===== config.mk =====
export PLATFORM = sky130hd
export DESIGN_NAME = pipe_hazard_ctrl_flat
export DESIGN_NICKNAME = d
export VERILOG_FILES = /design/src/rtl/cpu_pkg.sv /design/src/rtl/pipe_hazard_ctrl_if.sv /design/src/rtl/hazard_scoreboard.sv /design/src/rtl/pipe_hazard_ctrl.sv /design/src/flat_wrapper.sv
export SDC_FILE = /design/constraint.sdc
export NUM_CORES = 1
export LEC_CHECK = 0
export ABC_AREA = 1
export ABC_CLOCK_PERIOD_IN_PS = 2780
export BUFFER_PORTS_ARGS = -buffer_cell sky130_fd_sc_hd__clkbuf_2
export CAP_MARGIN = 20
export CELL_PAD_IN_SITES_DETAIL_PLACEMENT = 0
export CELL_PAD_IN_SITES_GLOBAL_PLACEMENT = 1
export CORE_UTILIZATION = 39
export CTS_CLUSTER_SIZE = 14
export DETAILED_ROUTE_END_ITERATION = 7
export PLACE_DENSITY_LB_ADDON = 0.1
export RECOVER_POWER = 50
export SLEW_MARGIN = 20
export SYNTH_ARGS = -nofsm -noshare
export SYNTH_HDL_FRONTEND = slang
export SYNTH_HIERARCHICAL = 1
export SYNTH_SLANG_ARGS = --single-unit

===== constraint.sdc =====
create_clock -name clk -period 2.78 [get_ports clk]
set_clock_uncertainty 0.15 [all_clocks]
set_input_delay 0.139 -clock clk [delete_from_list [all_inputs] [get_ports clk]]
set_output_delay 0.139 -clock clk [all_outputs]
set_load 0.02 [all_outputs]

===== src/rtl/cpu_pkg.sv =====
// Shared pipeline-control definitions: register-number width, the
// architectural register count, and the hazard controller's state encoding.
package cpu_pkg;

  localparam int REG_W = 5;
  localparam int NREG  = 32;

  typedef enum logic [1:0] {
    RUN   = 2'd0,
    STALL = 2'd1,
    FLUSH = 2'd2
  } state_t;

endpackage


===== src/rtl/pipe_hazard_ctrl_if.sv =====
// Bundle between the pipeline stage registers and the hazard controller.
//   ID side   : id_valid, id_rj/id_use_rj, id_rs2/id_use_rs2, id_rf_we, id_rd
//   EXE side  : exe_br_taken
//   WB side   : wb_valid, wb_rf_we, wb_rd
//   Controls  : pc_hold, id_hold, exe_bubble, if_id_flush
//   Status    : stall_cnt, flush_cnt (PERF_W wide, wrapping), sb_err (sticky)
// master = pipeline side, slave = hazard controller.
interface pipe_hazard_ctrl_if #(
  parameter int PERF_W = 32
);

  logic                       id_valid;
  logic [cpu_pkg::REG_W-1:0]  id_rj;
  logic                       id_use_rj;
  logic [cpu_pkg::REG_W-1:0]  id_rs2;
  logic                       id_use_rs2;
  logic                       id_rf_we;
  logic [cpu_pkg::REG_W-1:0]  id_rd;
  logic                       exe_br_taken;
  logic                       wb_valid;
  logic                       wb_rf_we;
  logic [cpu_pkg::REG_W-1:0]  wb_rd;

  logic                       pc_hold;
  logic                       id_hold;
  logic                       exe_bubble;
  logic                       if_id_flush;
  logic [PERF_W-1:0]          stall_cnt;
  logic [PERF_W-1:0]          flush_cnt;
  logic                       sb_err;

  modport master (
    output id_valid, id_rj, id_use_rj, id_rs2, id_use_rs2, id_rf_we, id_rd,
    output exe_br_taken, wb_valid, wb_rf_we, wb_rd,
    input  pc_hold, id_hold, exe_bubble, if_id_flush,
    input  stall_cnt, flush_cnt, sb_err
  );

  modport slave (
    input  id_valid, id_rj, id_use_rj, id_rs2, id_use_rs2, id_rf_we, id_rd,
    input  exe_br_taken, wb_valid, wb_rf_we, wb_rd,
    output pc_hold, id_hold, exe_bubble, if_id_flush,
    output stall_cnt, flush_cnt, sb_err
  );

endinterface


===== src/rtl/hazard_scoreboard.sv =====
// Per-register in-flight writer counters for the no-forwarding pipeline.
//   clk, rst        : clock, async active-high reset
//   inc_en/inc_rd   : a writer targeting inc_rd enters EXE this cycle
//   dec_en/dec_rd   : a writer targeting dec_rd leaves WB this cycle
//   rd_a/rd_b       : source register read ports
//   busy_a/busy_b   : source register has a pending writer (r0 never busy)
//   sb_err          : sticky counter overflow/underflow flag
module hazard_scoreboard #(
  parameter int NREG  = cpu_pkg::NREG,
  parameter int CNT_W = 2
) (
  input  logic                      clk,
  input  logic                      rst,
  input  logic                      inc_en,
  input  logic [cpu_pkg::REG_W-1:0] inc_rd,
  input  logic                      dec_en,
  input  logic [cpu_pkg::REG_W-1:0] dec_rd,
  input  logic [cpu_pkg::REG_W-1:0] rd_a,
  input  logic [cpu_pkg::REG_W-1:0] rd_b,
  output logic                      busy_a,
  output logic                      busy_b,
  output logic                      sb_err
);

  localparam logic [CNT_W-1:0] CNT_MAX = {CNT_W{1'b1}};

  logic [CNT_W-1:0] cnt [NREG];
  logic [NREG-1:0]  inc_vec;
  logic [NREG-1:0]  dec_vec;

  // r0 is hard-wired zero, so it is filtered out of both decoders.
  always_comb begin
    // NOTE: every combinational output gets a default first so no path leaves it unassigned (no latch).
    inc_vec = '0;
    dec_vec = '0;
    if (inc_en && inc_rd != '0) inc_vec[inc_rd] = 1'b1;
    if (dec_en && dec_rd != '0) dec_vec[dec_rd] = 1'b1;
  end

  assign busy_a = (rd_a != '0) && (cnt[rd_a] != '0);
  assign busy_b = (rd_b != '0) && (cnt[rd_b] != '0);

  always_ff @(posedge clk or posedge rst) begin
    if (rst) begin
      // NOTE: the counter array must be reset -- a stale count would stall the pipe forever.
      for (int r = 0; r < NREG; r++) cnt[r] <= '0;
      sb_err <= 1'b0;
    end else begin
      for (int r = 1; r < NREG; r++) begin
        // A writer entering and one leaving on the same register cancel out.
        if (inc_vec[r] && !dec_vec[r]) begin
          if (cnt[r] == CNT_MAX) sb_err <= 1'b1;
          // NOTE: state registers use non-blocking assignments so all updates see pre-edge values.
          else                   cnt[r] <= cnt[r] + 1'b1;
        end else if (dec_vec[r] && !inc_vec[r]) begin
          if (cnt[r] == '0) sb_err <= 1'b1;
          else              cnt[r] <= cnt[r] - 1'b1;
        end
      end
    end
  end

endmodule


===== src/rtl/pipe_hazard_ctrl.sv =====
// Interlock/flush controller for the 5-stage in-order pipeline without
// forwarding. Stalls PC and ID while a source register has an in-flight
// writer; squashes IF/ID when EXE resolves a taken branch (branch wins).
//   clk, rst : clock, async active-high reset
//   bus      : pipe_hazard_ctrl_if.slave (ID/EXE/WB inputs, hold/flush
//              controls, perf counters, sticky scoreboard error)
module pipe_hazard_ctrl #(
  parameter int NREG   = cpu_pkg::NREG,
  parameter int CNT_W  = 2,
  parameter int PERF_W = 32
) (
  input  logic               clk,
  input  logic               rst,
  pipe_hazard_ctrl_if.slave  bus
);

  import cpu_pkg::*;

  state_t            state_q, state_d;
  logic              busy_rj, busy_rs2;
  logic              hazard, issue, retire;
  logic              hold, bubble, flush;
  logic [PERF_W-1:0] stall_cnt_q, flush_cnt_q;

  assign hazard = bus.id_valid & ((bus.id_use_rj & busy_rj) | (bus.id_use_rs2 & busy_rs2));
  assign issue  = bus.id_valid & ~hazard & ~bus.exe_br_taken;
  assign retire = bus.wb_valid & bus.wb_rf_we;

  hazard_scoreboard #(
    .NREG  (NREG),
    .CNT_W (CNT_W)
  ) u_scoreboard (
    .clk    (clk),
    .rst    (rst),
    .inc_en (issue & bus.id_rf_we),
    .inc_rd (bus.id_rd),
    .dec_en (retire),
    .dec_rd (bus.wb_rd),
    .rd_a   (bus.id_rj),
    .rd_b   (bus.id_rs2),
    .busy_a (busy_rj),
    .busy_b (busy_rs2),
    .sb_err (bus.sb_err)
  );

  // Next state depends only on this cycle's decision, so RUN, STALL and
  // FLUSH share one transition rule; the state exists for perf accounting.
  always_comb begin
    state_d = RUN;
    hold    = 1'b0;
    bubble  = 1'b0;
    flush   = 1'b0;
    if (bus.exe_br_taken) begin
      state_d = FLUSH;
      flush   = 1'b1;
      bubble  = 1'b1;
    end else if (hazard) begin
      state_d = STALL;
      hold    = 1'b1;
      bubble  = 1'b1;
    end
  end

  // Controls are forced low while reset is held, even if EXE reports a branch.
  assign bus.pc_hold     = hold   & ~rst;
  assign bus.id_hold     = hold   & ~rst;
  assign bus.exe_bubble  = bubble & ~rst;
  assign bus.if_id_flush = flush  & ~rst;

  always_ff @(posedge clk or posedge rst) begin
    if (rst) begin
      state_q     <= RUN;
      stall_cnt_q <= '0;
      flush_cnt_q <= '0;
    end else begin
      state_q <= state_d;
      if (state_q == STALL) stall_cnt_q <= stall_cnt_q + 1'b1;
      // Counted on the edge that enters FLUSH, so back-to-back branches each count.
      if (state_d == FLUSH) flush_cnt_q <= flush_cnt_q + 1'b1;
    end
  end

  assign bus.stall_cnt = stall_cnt_q;
  assign bus.flush_cnt = flush_cnt_q;

endmodule

===== src/flat_wrapper.sv =====
// flat-port wrapper written by rule: the top's interface ports become plain ports
module pipe_hazard_ctrl_flat import cpu_pkg::*;
#(
  parameter int NREG   = cpu_pkg::NREG,
  parameter int CNT_W  = 2,
  parameter int PERF_W = 32
)
  (clk, rst, bus_id_valid, bus_id_rj, bus_id_use_rj, bus_id_rs2, bus_id_use_rs2, bus_id_rf_we, bus_id_rd, bus_exe_br_taken, bus_wb_valid, bus_wb_rf_we, bus_wb_rd, bus_pc_hold, bus_id_hold, bus_exe_bubble, bus_if_id_flush, bus_stall_cnt, bus_flush_cnt, bus_sb_err);
  pipe_hazard_ctrl_if #(.PERF_W(PERF_W)) bus_i ();
  input  logic clk;
  input  logic rst;
  input wire logic [$bits(bus_i.id_valid)-1:0] bus_id_valid;
  input wire logic [$bits(bus_i.id_rj)-1:0] bus_id_rj;
  input wire logic [$bits(bus_i.id_use_rj)-1:0] bus_id_use_rj;
  input wire logic [$bits(bus_i.id_rs2)-1:0] bus_id_rs2;
  input wire logic [$bits(bus_i.id_use_rs2)-1:0] bus_id_use_rs2;
  input wire logic [$bits(bus_i.id_rf_we)-1:0] bus_id_rf_we;
  input wire logic [$bits(bus_i.id_rd)-1:0] bus_id_rd;
  input wire logic [$bits(bus_i.exe_br_taken)-1:0] bus_exe_br_taken;
  input wire logic [$bits(bus_i.wb_valid)-1:0] bus_wb_valid;
  input wire logic [$bits(bus_i.wb_rf_we)-1:0] bus_wb_rf_we;
  input wire logic [$bits(bus_i.wb_rd)-1:0] bus_wb_rd;
  output wire logic [$bits(bus_i.pc_hold)-1:0] bus_pc_hold;
  output wire logic [$bits(bus_i.id_hold)-1:0] bus_id_hold;
  output wire logic [$bits(bus_i.exe_bubble)-1:0] bus_exe_bubble;
  output wire logic [$bits(bus_i.if_id_flush)-1:0] bus_if_id_flush;
  output wire logic [$bits(bus_i.stall_cnt)-1:0] bus_stall_cnt;
  output wire logic [$bits(bus_i.flush_cnt)-1:0] bus_flush_cnt;
  output wire logic [$bits(bus_i.sb_err)-1:0] bus_sb_err;
  assign bus_i.id_valid = bus_id_valid;
  assign bus_i.id_rj = bus_id_rj;
  assign bus_i.id_use_rj = bus_id_use_rj;
  assign bus_i.id_rs2 = bus_id_rs2;
  assign bus_i.id_use_rs2 = bus_id_use_rs2;
  assign bus_i.id_rf_we = bus_id_rf_we;
  assign bus_i.id_rd = bus_id_rd;
  assign bus_i.exe_br_taken = bus_exe_br_taken;
  assign bus_i.wb_valid = bus_wb_valid;
  assign bus_i.wb_rf_we = bus_wb_rf_we;
  assign bus_i.wb_rd = bus_wb_rd;
  assign bus_pc_hold = bus_i.pc_hold;
  assign bus_id_hold = bus_i.id_hold;
  assign bus_exe_bubble = bus_i.exe_bubble;
  assign bus_if_id_flush = bus_i.if_id_flush;
  assign bus_stall_cnt = bus_i.stall_cnt;
  assign bus_flush_cnt = bus_i.flush_cnt;
  assign bus_sb_err = bus_i.sb_err;
  pipe_hazard_ctrl #(.NREG(NREG), .CNT_W(CNT_W), .PERF_W(PERF_W)) u_core (.clk(clk), .rst(rst), .bus(bus_i));
endmodule

==> flow_summary.toml <==
[timing]
finalCritPeriodShare_pct = 117.5
setup_repair_after_global_routing_missed_its_margin = "yes"
slew_violations = 0
final_setup_violations = 64
period_minus_slack_ps = 3265
max_freq_mhz = 306.2
slew_headroom_pct = 23.91
whs_ps = 172.3
worst-slew-pin-transition_ps = 1140
finalHoldViolCount = 0
final_setup_slack_of_the_worst_path_ps = -485.4

[grt]
vias_in_the_first_global_route = 9774
antenna_found_initial = 0
top_usage_layer = "met2"
global_route_wire_length_before_repair_um = 51160
globalRoute.totalOverflow = 0
grtUsageTotal_pct = 27.41
global_route.usage.met3_pct = 4.652
grt.met1_usage_pct = 34.38
grt.met2_usage_pct = 46.45
grt_start_max_net_pins = 64

[clock_network]
cts-root-to-sink-buffers = 2
htree_levels = 4
cts_root_buf = "sky130_fd_sc_hd__clkbuf_16"
insertion_delay_ps = 430
cts_made_buffers = 17
clk_transition_reported_paths_ps = 70
tritoncts = "yes"
clock_sinks = 129

[worst_setup_path]
worstReg2RegStart = "u_core/u_scoreboard/cnt[4]$_DFFE_PP0P_"
worst_ep_required_time_ps = 2930
critical_path_buf_inv_count = 6
critPathTopFamily = "simple AND/OR/NAND/NOR gates"
critical_setup_path_class = "reg2reg"
cp_data_arrival_time_ps = 3420
slowest_stage = "sky130_fd_sc_hd__dfrtp_1"
crit_path_start = "u_core/u_scoreboard/cnt[4]$_DFFE_PP0P_"
critical-path-max-stage-delay_ps = 380
timing.critical_path.from_type = "flop"
critical_path_peak_fanout = 4
critical_path.endpoint_type = "flop"
cp_common_cell = "sky130_fd_sc_hd__nor2_1"

[final_layout]
antenna_cells_inserted = 0
area.growth.synth_to_final_pct = 54.16
drive_gt1_share_pct = 37.69
num-nets-final = 1757
stdcell_area_um2 = 14300
layout.filler_cells = 2181

[synth]
yosys_warnings = 10
syn-cell-area_um2 = 9278
syn-num-nets = 1422
yosys_register_bits = 129
synth_cell_type_count = 32
synthArstFlopShare_pct = 100.0
ys.flop_type = "sky130_fd_sc_hd__dfrtp_1"
yosysMostFrequentCell = "sky130_fd_sc_hd__nand2_1"
syn_area_per_cell_um2 = 6.981
synth_edf_count = 0
synthDominantCellAreaShare_pct = 34.79
netlist_top_cells_count = "sky130_fd_sc_hd__nand2_1, sky130_fd_sc_hd__inv_1, sky130_fd_sc_hd__nor2_1, sky130_fd_sc_hd__dfrtp_1, sky130_fd_sc_hd__nand3_1"
cell_accounting_for_the_most_synthesized_area = "sky130_fd_sc_hd__dfrtp_1"
synthCells = 1329
ys_seq_area_share_pct = 34.79
synth_top_cells_by_area = "sky130_fd_sc_hd__dfrtp_1, sky130_fd_sc_hd__nand2_1, sky130_fd_sc_hd__inv_1"

[run]
drv_cap = 0

[floorplanning]
core_area_um2 = 23400
full_die_area_um2 = 24410
die_x_um = 156.2
initial_utilization_pct = 39.64
pin_count = 98
rows = 56
floorplan.die.height_um = 156.2

[routing]
drt_pass1_iterations = 5
route.final.wire_length_um = 32820
detail_route.wl_per_cell_um = 16.44
drt_drc_violations_left = 0
routed-via-count = 10050
vias_per_cell = 5.035
dr.first_iter.drc_count = 599
antenna_left = 0

[power]
pwr_density_cell_nw_per_um2 = 348.8
power_mw = 4.989
leakage_nw = 6.636
vdd.ir_drop.worst_mv = 0.3463

[min_path]
min-delay-path-class = "in2reg"
min-delay-start = "bus_id_use_rj"

[place]
placedInstanceArea_um2 = 11660
port-buffer-count = 97
gp_routability_congestion = 0.9692
post-dp-hpwl_um = 24350
dp_worst_setup_slack_ps = -739.3

[outcome]
run_status = "complete, but fails checks"
violations = "setup timing"
## worst reg2reg max path, delay by kind of cell (launching register included)
kind | cells | cell delay, ps
AOI/OAI and AO/OA | 1 | 90
adders and majority gates | 1 | 150
buffers and inverters | 6 | 500
DFF | 1 | 380
and+or+nand+nor | 18 | 1910
## cells in the final DEF (no fill, tap or decap), drive strengths merged
master,Yosys,final
clkinv,1,4
o21bai,1,1
a21oi,9,9
inv,249,255
nor2,232,232
nand3,117,117
nor3,15,15
nand3b,24,24
a41oi,1,1
nand2,302,302
bufinv,0,1
clkinvlp,0,4
buf,3,216
o22ai,14,14
o31ai,30,30
a31oi,30,30
xor2,16,16
and3,1,1
dlygate4sd3,0,3
nand4,20,20
clkbuf,0,118
o21ai,57,57
dfrtp,129,129
xnor2,14,14
ha,64,64
## path summary, 6_finish.rpt
| check | to | slack, ps | cells past startpoint |
|---|---|---|---|
| worst max-delay path | u_core/u_scoreboard/sb_err$_DFF_PP0_ | -490 | 26 |
| worst min-delay path | u_core/state_q[0]$_DFF_PP0_ | 170 | 7 |
| worst max register to register | u_core/u_scoreboard/sb_err$_DFF_PP0_ | -490 | 26 |
| worst min register to register | u_core/bus.stall_cnt[31]$_DFFE_PP0N_ | 340 | 2 |
| max in group asynchronous | u_core/bus.flush_cnt[15]$_DFFE_PP0N_ | 420 | 4 |
| min in group asynchronous | u_core/u_scoreboard/cnt[33]$_DFFE_PP0P_ | 480 | 4 |
## registers in the layout, indices dropped and copies added (netlist names)
name,cells
u_core/bus.flush_cnt,32
u_core/bus.stall_cnt,32
u_core/state_q,2
u_core/u_scoreboard/cnt,62
u_core/u_scoreboard/sb_err,1
## logic make-up after synthesis
| family | count (synthesis) | synth area share, % |
|---|---|---|
| AND/OR/NAND/NOR | 711 | 34.24 |
| buffers and inverters | 253 | 10.37 |
| AO/OA/AOI/OAI | 142 | 9.130 |
| flip-flops | 129 | 34.79 |
| adder cells (fa/ha/maj) | 64 | 8.631 |
| XOR/XNOR | 30 | 2.832 |
## through the flow
step	utilization (%)	cells	TNS (ps)
3_3_place_gp	49.81	1941	-21740
3_5_place_dp	49.81	1941	-24640
6_report	61.12	1996	-13810
4_1_cts	58.53	1987	-11440
5_1_grt	61.12	1996	-23500
2_1_floorplan	-	1329	0
## what timing repair did
action                                  CTS  global route
gates resized for setup                 322           159
hold buffers                              3             0
pin swaps                                86            76
endpoints found under the setup margin   65            65
endpoints found under the hold margin    95             0
buffers inserted                         14            14
## layer usage
| metal | up-vias | wire (um) |
|---|---|---|
| li1 | 4915 | - |
| met2 | 280 | 15490 |
| met5 | - | 0 |
| met1 | 4778 | 14290 |
| met3 | 76 | 1633 |
| met4 | 0 | 1407 |
## power breakdown
| group | switching, mW | internal (mW) | leakage (nW) | total, mW |
|---|---|---|---|---|
| clock network | 1.02 | 1.26 | 0.269 | 2.28 |
| registers | 0.109 | 1.95 | 1.77 | 2.06 |
| logic | 0.441 | 0.208 | 4.60 | 0.649 |
| total | 1.57 | 3.42 | 6.64 | 4.99 |
## area by class of cell
cell class                 instances  area (um2)  share of cell area, %
clock inverter                    14       143.9                  1.006
timing repair buffer             319        2235                  15.62
multi-input combinational        947        6909                  48.31
tap                              319       399.1                  2.791
clock buffer                      18       429.2                  3.001
sequential                       129        3229                  22.58
inverter                         250       957.2                  6.692
No activity file was read; power rests on OpenSTA's default activity.
